==> src/rtl/cpu_pkg.sv <==
// Shared types and constants for the instruction sequencer and its decoder.
// Latency: n/a (declarations only).
// Backpressure: n/a.
// Optional feature macro: CPU_CTRL_ILLEGAL_TRAP_EN (adds the sticky ERR state).
package cpu_pkg;

  // Sequencer states. ERR only exists when illegal instructions trap.
  typedef enum logic [2:0] {
    ST_WAIT   = 3'd0,
    ST_DECODE = 3'd1,
    ST_GET_A  = 3'd2,
    ST_GET_B  = 3'd3,
    ST_ALU    = 3'd4,
    ST_WR_IMM = 3'd5,
    ST_WR_REG = 3'd6
`ifdef CPU_CTRL_ILLEGAL_TRAP_EN
    ,ST_ERR   = 3'd7
`endif
  } state_t;

  // Decoded instruction class.
  typedef enum logic [2:0] {
    CLS_ILLEGAL = 3'd0,
    CLS_MOV_IMM = 3'd1,
    CLS_MOV_REG = 3'd2,
    CLS_ADD     = 3'd3,
    CLS_CMP     = 3'd4,
    CLS_AND     = 3'd5,
    CLS_MVN     = 3'd6
  } instr_cls_t;

  // Opcode field [15:13]
  localparam logic [2:0] OPC_MOV = 3'b110;
  localparam logic [2:0] OPC_ALU = 3'b101;

  // op field [12:11]
  localparam logic [1:0] OP_MOV_IMM = 2'b10;
  localparam logic [1:0] OP_MOV_REG = 2'b00;
  localparam logic [1:0] OP_ADD     = 2'b00;
  localparam logic [1:0] OP_CMP     = 2'b01;
  localparam logic [1:0] OP_AND     = 2'b10;
  localparam logic [1:0] OP_MVN     = 2'b11;

  // Write-back mux select
  localparam logic [1:0] VSEL_C     = 2'b00;
  localparam logic [1:0] VSEL_PC    = 2'b01;
  localparam logic [1:0] VSEL_IMM   = 2'b10;
  localparam logic [1:0] VSEL_MDATA = 2'b11;

  // ALU operation select
  localparam logic [1:0] ALU_ADD  = 2'b00;
  localparam logic [1:0] ALU_SUB  = 2'b01;
  localparam logic [1:0] ALU_AND  = 2'b10;
  localparam logic [1:0] ALU_NOTB = 2'b11;

  // Sign-extend an 8-bit immediate to the 16-bit datapath width.
  function automatic logic [15:0] sext8(input logic [7:0] v);
    return {{8{v[7]}}, v};
  endfunction

endpackage

==> src/rtl/cpu_controller_instr_dec.sv <==
// Instruction decoder: splits the IR into fields and classifies the instruction.
// Latency: purely combinational, zero cycles.
// Backpressure: none; outputs follow the IR continuously.
// Ports: ir (16) in; op, rn, rd, sh, rm, imm5, sximm8, cls out.
module instr_dec
  import cpu_pkg::*;
(
  input  logic [15:0] ir,
  output logic [1:0]  op,
  output logic [2:0]  rn,
  output logic [2:0]  rd,
  output logic [1:0]  sh,
  output logic [2:0]  rm,
  output logic [4:0]  imm5,
  output logic [15:0] sximm8,
  output instr_cls_t  cls
);

  logic [2:0] opcode;

  assign opcode = ir[15:13];
  assign op     = ir[12:11];
  assign rn     = ir[10:8];
  assign rd     = ir[7:5];
  assign sh     = ir[4:3];
  assign rm     = ir[2:0];
  assign imm5   = ir[4:0];
  assign sximm8 = sext8(ir[7:0]);

  always_comb begin
    cls = CLS_ILLEGAL;
    if (opcode == OPC_MOV) begin
      if (op == OP_MOV_IMM)      cls = CLS_MOV_IMM;
      else if (op == OP_MOV_REG) cls = CLS_MOV_REG;
    end else if (opcode == OPC_ALU) begin
      case (op)
        OP_ADD:  cls = CLS_ADD;
        OP_CMP:  cls = CLS_CMP;
        OP_AND:  cls = CLS_AND;
        default: cls = CLS_MVN;
      endcase
    end
  end

endmodule

==> src/rtl/cpu_controller.sv <==
// Sequencing FSM + IR for the 16-bit register/ALU datapath; drives all datapath strobes.
// Latency: from s-sampling edge to w=1: MOV-imm 3, MOV-reg/MVN/CMP 5, ADD/AND 6, illegal 2 edges.
// Backpressure: s/load only honoured in WAIT (w=1); ignored while an instruction runs.
// Ports: clk, reset (sync, active-high), s, load, in[15:0]; w, err, readnum, writenum, write,
//        vsel, loada, loadb, loadc, loads, asel, bsel, ALUop, shift, imm5, sximm8.
// Optional feature macro: CPU_CTRL_ILLEGAL_TRAP_EN -- illegal opcodes lock into ERR until reset.
module cpu_controller
  import cpu_pkg::*;
(
  input  logic        clk,
  input  logic        reset,
  input  logic        s,
  input  logic        load,
  input  logic [15:0] in,
  output logic        w,
  output logic        err,
  output logic [2:0]  readnum,
  output logic [2:0]  writenum,
  output logic        write,
  output logic [1:0]  vsel,
  output logic        loada,
  output logic        loadb,
  output logic        loadc,
  output logic        loads,
  output logic        asel,
  output logic        bsel,
  output logic [1:0]  ALUop,
  output logic [1:0]  shift,
  output logic [4:0]  imm5,
  output logic [15:0] sximm8
);

  state_t     state;
  state_t     state_nxt;
  logic [15:0] ir;

  logic [1:0] op;
  logic [2:0] rn;
  logic [2:0] rd;
  logic [1:0] sh;
  logic [2:0] rm;
  instr_cls_t cls;

  instr_dec u_dec (
    .ir     (ir),
    .op     (op),
    .rn     (rn),
    .rd     (rd),
    .sh     (sh),
    .rm     (rm),
    .imm5   (imm5),
    .sximm8 (sximm8),
    .cls    (cls)
  );

  // IR captures on the same edge that samples s, so DECODE always sees the
  // freshly loaded word when load and s arrive together.
  always_ff @(posedge clk) begin
    if (reset) begin
      state <= ST_WAIT;
      ir    <= '0;
    end else begin
      state <= state_nxt;
      if (state == ST_WAIT && load) ir <= in;
    end
  end

  assign w     = (state == ST_WAIT);
  assign shift = sh;

`ifdef CPU_CTRL_ILLEGAL_TRAP_EN
  assign err = (state == ST_ERR);
`else
  assign err = 1'b0;
`endif

  always_comb begin
    state_nxt = state;
    readnum   = '0;
    writenum  = '0;
    write     = 1'b0;
    vsel      = VSEL_C;
    loada     = 1'b0;
    loadb     = 1'b0;
    loadc     = 1'b0;
    loads     = 1'b0;
    asel      = 1'b0;
    bsel      = 1'b0;
    ALUop     = ALU_ADD;

    case (state)
      ST_WAIT: begin
        if (s) state_nxt = ST_DECODE;
      end

      ST_DECODE: begin
        case (cls)
          CLS_MOV_IMM:         state_nxt = ST_WR_IMM;
          CLS_MOV_REG,
          CLS_MVN:             state_nxt = ST_GET_B;
          CLS_ADD,
          CLS_CMP,
          CLS_AND:             state_nxt = ST_GET_A;
`ifdef CPU_CTRL_ILLEGAL_TRAP_EN
          default:             state_nxt = ST_ERR;
`else
          default:             state_nxt = ST_WAIT;
`endif
        endcase
      end

      ST_GET_A: begin
        readnum   = rn;
        loada     = 1'b1;
        state_nxt = ST_GET_B;
      end

      ST_GET_B: begin
        readnum   = rm;
        loadb     = 1'b1;
        state_nxt = ST_ALU;
      end

      ST_ALU: begin
        // MOV-reg passes B through the adder with A forced to zero via asel.
        if (cls == CLS_MOV_REG) begin
          ALUop = ALU_ADD;
          asel  = 1'b1;
        end else begin
          ALUop = op;
        end
        // CMP only updates status; nothing is written back.
        if (cls == CLS_CMP) begin
          loads     = 1'b1;
          state_nxt = ST_WAIT;
        end else begin
          loadc     = 1'b1;
          state_nxt = ST_WR_REG;
        end
      end

      ST_WR_IMM: begin
        write     = 1'b1;
        writenum  = rn;
        vsel      = VSEL_IMM;
        state_nxt = ST_WAIT;
      end

      ST_WR_REG: begin
        write     = 1'b1;
        writenum  = rd;
        vsel      = VSEL_C;
        state_nxt = ST_WAIT;
      end

`ifdef CPU_CTRL_ILLEGAL_TRAP_EN
      ST_ERR: begin
        state_nxt = ST_ERR;
      end
`endif

      default: state_nxt = ST_WAIT;
    endcase
  end

endmodule

==> config.mk <==
export PLATFORM = sky130hd
export DESIGN_NAME = cpu_controller
export DESIGN_NICKNAME = d
export VERILOG_FILES = /design/src/rtl/cpu_pkg.sv /design/src/rtl/cpu_controller_instr_dec.sv /design/src/rtl/cpu_controller.sv
export SDC_FILE = /design/constraint.sdc
export NUM_CORES = 1
export LEC_CHECK = 0
export BUFFER_PORTS_ARGS = -buffer_cell sky130_fd_sc_hd__buf_2
export CAP_MARGIN = 20
export CORE_ASPECT_RATIO = 1.2
export CORE_MARGIN = 4
export CORE_UTILIZATION = 45
export DETAILED_ROUTE_END_ITERATION = 16
export GPL_TIMING_DRIVEN = 0
export PLACE_DENSITY = 0.81
export SYNTH_ARGS = -nofsm -noshare
export SYNTH_HDL_FRONTEND = slang
export SYNTH_SLANG_ARGS = --single-unit
==> constraint.sdc <==
create_clock -name clk -period 1.57 [get_ports clk]
set_input_delay 0.2355 -clock clk [delete_from_list [all_inputs] [get_ports clk]]
set_output_delay 0.2355 -clock clk [all_outputs]
set_load 0.03 [all_outputs]
==> results.json <==
{
  "outcome": "finished with violations",
  "violations": "negative setup slack",
  "syn_avg_cell_area_um2": 7.75,
  "fillers": 210,
  "coreArea_mm2": 0.00260,
  "grt_max_degree": 12,
  "wl_met2_um": 1710,
  "design.die.area_mm2": 0.00372,
  "ant_nets": 0,
  "cts_htree_levels": 1,
  "grt_pass1_wl_um": 5750,
  "num_antenna_cells": 0,
  "slew_headroom_pct": 64.2,
  "gp_congestion": 0.792,
  "rsz0062_at_grt": "true",
  "drt-vias-per-instance": 4.93,
  "dr_total_vias": 1330,
  "clockBufferDepth": 2,
  "drt-met1-wl_um": 1410,
  "fin_tns_setup_ns": -1.74,
  "die_height_um": 66.1,
  "synthSimpleGateAreaFrac_pct": 25.5,
  "overflow": 0,
  "fp-row-count": 20,
  "irDropWorstVdd_mv": 0.565,
  "final_cell_mix": "46 x buf_2, 41 x buf_4, 36 x nand2_1, 15 x a21oi_1",
  "synth.area.mux_share_pct": 0,
  "clk_latency_ns": 0.29,
  "post-place-ws_ns": -0.0786,
  "skew_ns": 0.00219,
  "clk_pin_slew_ns": 0.12,
  "startpoint_type": "flip-flop",
  "nets": 261,
  "worstSetupPathType": "reg -> out",
  "worstPathRequired_ns": 1.33,
  "die_w_um": 56.4,
  "drt_first_pass_iters": 5,
  "drc": 0,
  "wl_met3_um": 269,
  "pin_count": 62,
  "synth_edf_count": 0,
  "synth.cell_area_mm2": 0.00126,
  "hpwl_um": 2280,
  "syn_to_final_growth_pct": 49.5,
  "synth_xor_area_share_pct": 0.693,
  "first_iter_violations": 27,
  "end_kind": "output port",
  "place_area_mm2": 0.00162,
  "min_path_type": "in -> reg",
  "min_period_over_period_pct": 120,
  "synthCells": 163,
  "grtUsageTotal_pct": 19.0,
  "min_period_ns": 1.88,
  "synth_compound_gate_area_share_pct": 19.3,
  "regArea_um2": 393,
  "crit_arrival_ns": 1.65,
  "synth_top_family_by_area": "simple AND/OR/NAND/NOR gates",
  "synth-seq-cells": 19,
  "antenna_found_initial": 0,
  "synth_seq_area_share_pct": 30.1,
  "highest_layer": "met4",
  "finalHoldViolCount": 0,
  "ys_types": 36,
  "async_flop_share_pct": 0,
  "cts_tree": "yes",
  "grt_pass1_vias": 1259,
  "synthAdderAreaFrac_pct": 2.97,
  "setup-violations-final": 12,
  "cts.root.buffer_cell": "clkbuf_4",
  "drive_gt1_share_pct": 58.2,
  "leakage_uw": 0.000904,
  "clock-sinks": 19,
  "layout.cells.most_common": "buf_2",
  "slew_viol_final": 0,
  "power_density_mw_per_mm2": 641,
  "multiInputGateArea_um2": 718,
  "fin_ws_ns": -0.313,
  "start_util_pct": 48.6,
  "synthFlopType": "dfxtp_1",
  "critPathMaxFanout": 4,
  "cts_buffers": 3,
  "max_freq_mhz": 531,
  "tightest_slew_ns": 0.537,
  "drv_cap": 0,
  "yosys_warnings": 0,
  "cts_hold_buf": 0,
  "final_area_mm2": 0.00189,
  "wire_per_inst_um": 12.7,
  "portBuffers": 57,
  "routed_wl_um": 3430
}
[Yosys cell counts, types with 2 or more instances]
cell      instances  area share [%]
nand2_1          37              11
buf_4            26              15
dfxtp_1          19              30
a21oi_1          16             6.3
nor2b_1           7             3.5
a22o_1            5             3.5
inv_1             4             1.2
nor2_1            4             1.2
a22oi_1           3             1.8
a31oi_1           3             1.5
and2_1            3             1.5
buf_2             3             1.2
buf_6             3             2.7
ha_1              3             3.0
a21oi_2           2             1.4
and3b_1           2             1.4
clkbuf_1          2            0.59
nor3_1            2            0.79
o21ai_0           2            0.79
[kinds of logic (layout without fill, tap and decap cells)]
family,Yosys count,after routing
AOI/OAI and AO/OA,37,37
DFF,19,19
and+or+nand+nor,64,64
xor gates and xnor gates,1,1
other,1,3
adders and majority gates,3,3
buffers and inverters,38,110
[stage by stage]
step	power [uW]	hold slack (ns)	std cells	utilization, %
floorplan	820	0.371	165	-
global placement	905	0.463	255	62.2
detailed placement	909	0.465	255	62.2
CTS	1190	0.151	271	72.2
global route	1260	0.162	270	72.6
finish	1210	0.151	270	72.6
[cell type report]
type / instances / area share [%]
Multi-Input combinational cell: 108 / 38.0
Timing Repair Buffer: 68 / 22.6
Sequential cell: 19 / 20.8
Buffer: 34 / 14.0
Tap cell: 33 / 2.19
Clock buffer: 3 / 1.19
Inverter: 4 / 0.927
Clock inverter: 1 / 0.265
[power breakdown]
| part | switching [uW] | internal [uW] |
|---|---|---|
| clock network | 161 | 94.7 |
| logic | 228 | 181 |
| registers | 33.9 | 511 |
[path summary, 6_finish.rpt]
path                       start                     to  cells past startpoint  slack [ns]
max reg2reg  ir[12]$_SDFFE_PP0P_  state[1]$_SDFFE_PP0P_                      7        0.09
max          ir[12]$_SDFFE_PP0P_                  loads                      7       -0.31
min reg2reg   ir[3]$_SDFFE_PP0P_     ir[3]$_SDFFE_PP0P_                      2        0.49
min                       in[11]    ir[11]$_SDFFE_PP0P_                      3        0.15
[critical path, stage by stage (launching register included)]
cell     delay [ns]
dfxtp_4        0.39
inv_4          0.04
ha_4           0.26
buf_4          0.11
nor2b_2        0.22
nand2_1        0.09
nor2_2         0.09
buf_6          0.13
[registers in the layout (all words and copies together), names as in the netlist]
register / flops
ir: 16
state: 3
[layer usage]
layer,GRT usage [%],vias up
li1,-,665
met1,22.6,591
met2,34.5,68
met3,3.32,6
met4,5.64,0
met5,0,-
[what timing repair did]
action,CTS,global route
resized for setup,49,8
endpoints found under the setup margin,15,13
hold endpoints to repair,0,0
pin swaps,13,8
setup buffers,12,4
Note: power is estimated with default switching activity, not from simulation.
